### src/rtl/hilo_muldiv_ctrl.sv
//------------------------------------------------------------------------------
// hilo_muldiv_ctrl
//
// Multi-cycle multiply/divide sequencer that owns the architectural HI/LO pair.
// Multiplies (MULT/MULTU/MADD*/MSUB*) wait a fixed MUL_LATENCY cycles and then
// commit the 64-bit result. Divides run a 32-step restoring divider followed by
// a sign fix-up/commit edge. MTHI/MTLO write HI/LO directly from IDLE.
//
// Ports:
//   clk        in   1   clock, rising edge
//   resetn     in   1   asynchronous active-low reset
//   req_valid  in   1   request present
//   req_op     in   4   0 MULT 1 MULTU 2 DIV 3 DIVU 4 MADD 5 MADDU 6 MSUB
//                       7 MSUBU 8 MTHI 9 MTLO 10..15 no-op
//   req_a      in  32   rs operand (dividend / multiplicand / MTHI,MTLO source)
//   req_b      in  32   rt operand (divisor / multiplier)
//   req_ready  out  1   high only in IDLE
//   flush      in   1   aborts any in-flight op and drops a presented request
//   busy       out  1   state != IDLE
//   done       out  1   one-cycle pulse after a mul/div commit
//   hi         out 32   architectural HI
//   lo         out 32   architectural LO
//
// State table:
//   S_IDLE | ready for a request; MTHI/MTLO handled here
//   S_MUL  | counting down MUL_LATENCY; commit when counter reads 1
//   S_DIV  | 32 restoring steps, then fix-up/commit when counter reads 0
//------------------------------------------------------------------------------
module hilo_muldiv_ctrl #(
    parameter int MUL_LATENCY = 4
) (
    input  logic        clk,
    input  logic        resetn,
    input  logic        req_valid,
    input  logic [3:0]  req_op,
    input  logic [31:0] req_a,
    input  logic [31:0] req_b,
    output logic        req_ready,
    input  logic        flush,
    output logic        busy,
    output logic        done,
    output logic [31:0] hi,
    output logic [31:0] lo
);

    typedef enum logic [1:0] {
        S_IDLE = 2'd0,
        S_MUL  = 2'd1,
        S_DIV  = 2'd2
    } state_t;

    localparam logic [3:0] OP_MULT  = 4'd0;
    localparam logic [3:0] OP_MULTU = 4'd1;
    localparam logic [3:0] OP_DIV   = 4'd2;
    localparam logic [3:0] OP_DIVU  = 4'd3;
    localparam logic [3:0] OP_MADD  = 4'd4;
    localparam logic [3:0] OP_MADDU = 4'd5;
    localparam logic [3:0] OP_MSUB  = 4'd6;
    localparam logic [3:0] OP_MSUBU = 4'd7;
    localparam logic [3:0] OP_MTHI  = 4'd8;
    localparam logic [3:0] OP_MTLO  = 4'd9;

    state_t      r_state;
    state_t      w_next_state;

    logic [5:0]  r_cnt;
    logic [3:0]  r_op;
    logic [31:0] r_a;
    logic [31:0] r_b;
    logic [31:0] r_rem;
    logic [31:0] r_quo;
    logic        r_neg_q;
    logic        r_neg_r;
    logic        r_dbz;
    logic [31:0] r_hi;
    logic [31:0] r_lo;
    logic        r_done;

    logic        w_accept;
    logic        w_req_is_mul;
    logic        w_req_is_div;
    logic        w_mul_last;
    logic        w_div_last;
    logic        w_mul_commit;
    logic        w_div_commit;

    logic        w_mul_signed;
    logic [63:0] w_mul_a64;
    logic [63:0] w_mul_b64;
    logic [63:0] w_prod;
    logic [63:0] w_acc;
    logic [63:0] w_mul_res;

    logic [32:0] w_div_shift;
    logic [32:0] w_div_diff;
    logic [31:0] w_quo_fix;
    logic [31:0] w_rem_fix;

    logic        w_div_signed;
    logic [31:0] w_a_abs;
    logic [31:0] w_b_abs;

    //--------------------------------------------------------------------------
    // Request decode
    //--------------------------------------------------------------------------
    assign w_accept = req_valid && (r_state == S_IDLE) && !flush;

    always_comb begin
        w_req_is_mul = 1'b0;
        w_req_is_div = 1'b0;
        case (req_op)
            OP_MULT, OP_MULTU, OP_MADD, OP_MADDU, OP_MSUB, OP_MSUBU:
                w_req_is_mul = 1'b1;
            OP_DIV, OP_DIVU:
                w_req_is_div = 1'b1;
            default: ;
        endcase
    end

    // Signed divide works on magnitudes; signs are reapplied at commit.
    assign w_div_signed = (req_op == OP_DIV);
    assign w_a_abs      = (w_div_signed && req_a[31]) ? (32'd0 - req_a) : req_a;
    assign w_b_abs      = (w_div_signed && req_b[31]) ? (32'd0 - req_b) : req_b;

    //--------------------------------------------------------------------------
    // Commit conditions (flush suppresses any commit on the same edge)
    //--------------------------------------------------------------------------
    assign w_mul_last   = (r_state == S_MUL) && (r_cnt == 6'd1);
    assign w_div_last   = (r_state == S_DIV) && (r_dbz || (r_cnt == 6'd0));
    assign w_mul_commit = w_mul_last && !flush;
    assign w_div_commit = w_div_last && !flush;

    //--------------------------------------------------------------------------
    // Multiply datapath: even ops are signed. Sign/zero extending to 64 bits
    // and keeping the low 64 bits of the product gives the right result for
    // both flavours.
    //--------------------------------------------------------------------------
    assign w_mul_signed = !r_op[0];
    assign w_mul_a64    = w_mul_signed ? {{32{r_a[31]}}, r_a} : {32'd0, r_a};
    assign w_mul_b64    = w_mul_signed ? {{32{r_b[31]}}, r_b} : {32'd0, r_b};
    assign w_prod       = w_mul_a64 * w_mul_b64;
    assign w_acc        = {r_hi, r_lo};

    always_comb begin
        w_mul_res = w_prod;
        case (r_op)
            OP_MADD, OP_MADDU: w_mul_res = w_acc + w_prod;
            OP_MSUB, OP_MSUBU: w_mul_res = w_acc - w_prod;
            default:           w_mul_res = w_prod;
        endcase
    end

    //--------------------------------------------------------------------------
    // Restoring divide step. r_quo starts as the dividend and its MSBs shift
    // into the partial remainder while quotient bits shift in at the bottom.
    // The partial remainder is always below the divisor, so 33 bits suffice
    // for the trial subtraction.
    //--------------------------------------------------------------------------
    assign w_div_shift = {r_rem, r_quo[31]};
    assign w_div_diff  = w_div_shift - {1'b0, r_b};
    assign w_quo_fix   = r_neg_q ? (32'd0 - r_quo) : r_quo;
    assign w_rem_fix   = r_neg_r ? (32'd0 - r_rem) : r_rem;

    //--------------------------------------------------------------------------
    // FSM
    //--------------------------------------------------------------------------
    always_ff @(posedge clk or negedge resetn) begin
        if (!resetn) begin
            r_state <= S_IDLE;
        end else begin
            r_state <= w_next_state;
        end
    end

    always_comb begin
        w_next_state = r_state;
        if (flush) begin
            w_next_state = S_IDLE;
        end else begin
            case (r_state)
                S_IDLE: begin
                    if (w_accept && w_req_is_mul) begin
                        w_next_state = S_MUL;
                    end else if (w_accept && w_req_is_div) begin
                        w_next_state = S_DIV;
                    end
                end
                S_MUL: begin
                    if (w_mul_last) begin
                        w_next_state = S_IDLE;
                    end
                end
                S_DIV: begin
                    if (w_div_last) begin
                        w_next_state = S_IDLE;
                    end
                end
                default: w_next_state = S_IDLE;
            endcase
        end
    end

    //--------------------------------------------------------------------------
    // Operand, counter and divider registers
    //--------------------------------------------------------------------------
    always_ff @(posedge clk or negedge resetn) begin
        if (!resetn) begin
            r_cnt   <= 6'd0;
            r_op    <= 4'd0;
            r_a     <= 32'd0;
            r_b     <= 32'd0;
            r_rem   <= 32'd0;
            r_quo   <= 32'd0;
            r_neg_q <= 1'b0;
            r_neg_r <= 1'b0;
            r_dbz   <= 1'b0;
        end else begin
            if (w_accept && w_req_is_mul) begin
                r_op  <= req_op;
                r_a   <= req_a;
                r_b   <= req_b;
                r_cnt <= 6'(MUL_LATENCY);
            end else if (w_accept && w_req_is_div) begin
                r_op    <= req_op;
                r_b     <= w_b_abs;
                r_quo   <= w_a_abs;
                r_rem   <= 32'd0;
                r_neg_q <= w_div_signed && (req_a[31] ^ req_b[31]);
                r_neg_r <= w_div_signed && req_a[31];
                r_dbz   <= (req_b == 32'd0);
                r_cnt   <= 6'd32;
            end else if (r_state == S_MUL) begin
                r_cnt <= r_cnt - 6'd1;
            end else if ((r_state == S_DIV) && !r_dbz && (r_cnt != 6'd0)) begin
                r_cnt <= r_cnt - 6'd1;
                if (!w_div_diff[32]) begin
                    r_rem <= w_div_diff[31:0];
                    r_quo <= {r_quo[30:0], 1'b1};
                end else begin
                    r_rem <= w_div_shift[31:0];
                    r_quo <= {r_quo[30:0], 1'b0};
                end
            end
        end
    end

    //--------------------------------------------------------------------------
    // Architectural HI/LO and done pulse
    //--------------------------------------------------------------------------
    always_ff @(posedge clk or negedge resetn) begin
        if (!resetn) begin
            r_hi   <= 32'd0;
            r_lo   <= 32'd0;
            r_done <= 1'b0;
        end else begin
            r_done <= w_mul_commit || w_div_commit;
            if (w_accept && (req_op == OP_MTHI)) begin
                r_hi <= req_a;
            end
            if (w_accept && (req_op == OP_MTLO)) begin
                r_lo <= req_a;
            end
            if (w_mul_commit) begin
                r_hi <= w_mul_res[63:32];
                r_lo <= w_mul_res[31:0];
            end
            // Divide by zero leaves HI/LO untouched but still reports done.
            if (w_div_commit && !r_dbz) begin
                r_hi <= w_rem_fix;
                r_lo <= w_quo_fix;
            end
        end
    end

    assign busy      = (r_state != S_IDLE);
    assign req_ready = (r_state == S_IDLE);
    assign done      = r_done;
    assign hi        = r_hi;
    assign lo        = r_lo;

endmodule

### config.mk
export PLATFORM = sky130hd
export DESIGN_NAME = hilo_muldiv_ctrl
export DESIGN_NICKNAME = d
export VERILOG_FILES = /design/src/rtl/hilo_muldiv_ctrl.sv
export SDC_FILE = /design/constraint.sdc
export NUM_CORES = 2
export LEC_CHECK = 0
export CAP_MARGIN = 20
export CORE_MARGIN = 3
export CORE_UTILIZATION = 25
export CTS_CLUSTER_SIZE = 12
export DETAILED_ROUTE_END_ITERATION = 8
export PLACE_DENSITY_LB_ADDON = 0.15
export SLEW_MARGIN = 0
export SYNTH_ARGS = -nofsm -noshare
export SYNTH_HDL_FRONTEND = slang
export SYNTH_SLANG_ARGS = --single-unit
### constraint.sdc
create_clock -name clk -period 12.2 [get_ports clk]
set_input_delay 2.44 -clock clk [delete_from_list [all_inputs] [get_ports clk]]
set_output_delay 2.44 -clock clk [all_outputs]
set_load 0.01 [all_outputs]
==> metrics.txt <==
GRT Total Usage=18.45%; CP Data Required Time=12.71 ns; Routed Antenna Nets=0; CP top delay family=adder cells; CP peak stage delay=0.52 ns; Final setup viols=0; Syn Nets=9429; layout cell share with drive strength beyond 1=9.724%; minimum clock period=11.74 ns; grt total ovfl=0; Max Slew Vio Count=0; crit end category=flop; initial antenna violation count=8; class of the worst hold path=reg -> reg; CP Data Arrival Time=12.26 ns; Synth cell types=113; Max-slew headroom=23.62%; CTS tree=yes; crit path launch type=flop; Vias=52380; drt first pass iters=5; Critical path buffers and inverters=8; Area growth syn-to-layout=14.89%; first-pass GRT wire length=382400 microns; Yosys reg bits=208; most numerous cell in the Yosys netlist=inv_1; Least-Margin Pin Slew=1.146 ns; Avg Vias per Cell=4.606; number of global-route vias before repair=57520; routability cong.=0.8799; Die Wd=524.1 microns; share of the synthesized area in the top cell type=42.80%; Fillers=28480; # DRC=0; Row Count=189; CTS H-tree depth=1; Fin Hold WS=0.5331 ns; ranking of synthesized cells by area=fa_1 (43%), inv_1 (9.0%), dfrtp_1 (7.8%), ha_1 (7.5%), and2_1 (5.3%); hold violation count in the final report=0; clock sinks=208; synth cell count leaders=inv_1 (1610), fa_1 (1435), nand2_1 (883); peak fanout along the critical path=13; Synth async-reset ratio=100.0%; Final Cycle Share=96.25%; core area=266000 sq um; post-synthesis sequential area ratio=7.755%; Register Area=5235 sq um; CP max-delay cell=fa_1; chip height=524.1 microns; maximum clock insertion buffer count=3; effective utilization at floorplan=25.23%; clk_skew=0.04294 ns; outcome=finished clean; Num CTS Buffers=30; dpl hpwl=214000 microns; leading area contributor after synthesis=fa_1; EDFF count, synth=0; Reg clk slew, reported paths=0.07 ns; fmax=85.16 MHz; multi-input logic area=54810 sq um; top_reg_cell synth=dfrtp_1; worst setup path category=reg -> reg; total routed wirelength=250800 microns; max cap viols=0; routed len/inst=22.05 microns; Avg Inst Size Synth=8.924 sq um; synth warn=0; CTS root buffer=clkbuf_16; Syn Std Cell Area=67120 sq um; port bufs=138; clk_lat worst skew=0.68 ns; Cells after Synth=7521; I/O pin total=139; most frequent CP cell=fa_1; initial DRC count=3193; largest net degree at the start of global routing=92; die area=274700 sq um; RSZ-0062 raised after global routing=true; Final #Nets=9722
[final cells by class]
cell class | count | area share (%)
Antenna cell | 2 | 0.006490
Inverter | 1610 | 7.842
Sequential cell | 208 | 6.789
Tap cell | 3533 | 5.732
Timing Repair Buffer | 622 | 7.261
Clock buffer | 36 | 1.029
Multi-Input combinational cell | 5342 | 71.07
Clock inverter | 18 | 0.2726
[routing by layer]
layer	track usage [%]	routed length (microns)	part of all wire, %	vias to the layer above
met1	27.96	125900	50	27430
met2	29.07	110600	44	1094
li1	-	-	-	23690
met4	3.198	4817	1.9	0
met3	1.198	9498	3.8	165
met5	0	0	0	-
[cells in the final DEF (no fill, tap or decap), types with 24 or more instances in the layout]
cell type           n
nand2b_1           30
a31oi_1            61
o21a_1             25
mux2_2             34
a21o_1             68
a21oi_1           258
nor2b_1            24
o21ai_0           183
o311ai_0           26
nand2_1           878
nor2_1            220
xor2_1            155
xnor2_1           202
inv_1            1603
a211oi_1           47
nand4_1            24
buf_12             43
fa_1             1423
o31ai_1            38
ha_1              396
o211ai_1           41
and2_1            571
or3_1              29
clkbuf_16          30
buf_4             431
nor3_1             61
nand3_1           118
clkdlybuf4s50_1   137
dfrtp_1           186
[stage by stage]
stage / setup WS, ns / utilization [%] / area [sq um] / setup TNS [ns] / cells
3_5_place_dp: -0.06072 / 28.41 / 75580 / -0.06072 / 11300
3_3_place_gp: -0.09577 / 28.41 / 75580 / -0.1045 / 11300
5_1_grt: -0.03967 / 28.98 / 77110 / -0.1160 / 11370
4_1_cts: 0.004375 / 28.79 / 76600 / 0 / 11350
2_1_floorplan: 0.7034 / - / 67120 / 0 / 7521
6_report: 0.4576 / 28.99 / 77120 / 0 / 11370
[state kept, by name (all words and copies together) (netlist names), 2 cells and up]
signal and flops:
r_quo 32, r_a 32, hi 32, r_cnt 6
r_rem 32, r_b 32, r_op 4, r_state 2
lo 32
[path summary, 6_finish.rpt]
path                            slack [ns]  endpoint  depth (start not counted)    start
worst max-delay path                  0.46    hi[30]                         46  r_a[15]
worst min-delay path                  0.53   r_op[2]                          2  r_op[2]
worst max register to register        0.46    hi[30]                         46  r_a[15]
max in group asynchronous             8.99   r_a[17]                          2   resetn
min in group asynchronous             1.73    hi[28]                          1   resetn
worst min register to register        0.53   r_op[2]                          2  r_op[2]
[kinds of logic after synthesis]
logic type,count (synthesis),share of synthesized area (%)
fa+ha+maj,1837,50.29
simple gates,2099,15.45
buf+inv,1971,11.21
compound gates,986,9.619
xor+xnor,366,4.808
mux,54,0.8687
flops,208,7.755
[worst reg2reg max path, delay by kind of cell, from the launching register on]
family                   cells  cell delay (ns)
AND/OR/NAND/NOR             10             1.64
AO/OA/AOI/OAI               14             2.61
flip-flops                   1             0.50
multiplexers                 1             0.36
buffers and inverters        8             0.87
adder cells (fa/ha/maj)     12             5.43
XOR/XNOR                     1             0.15
[timing repair]
item,CTS,global route
resized for setup,10,126
hold buffers,0,0
pin swaps,0,29
endpoints found under the hold margin,0,0
setup endpoints to repair,2,20
buffers inserted,0,15
Power is not shown: default switching activity piles up to over one toggle a cycle in this logic, so the estimate is an artifact.
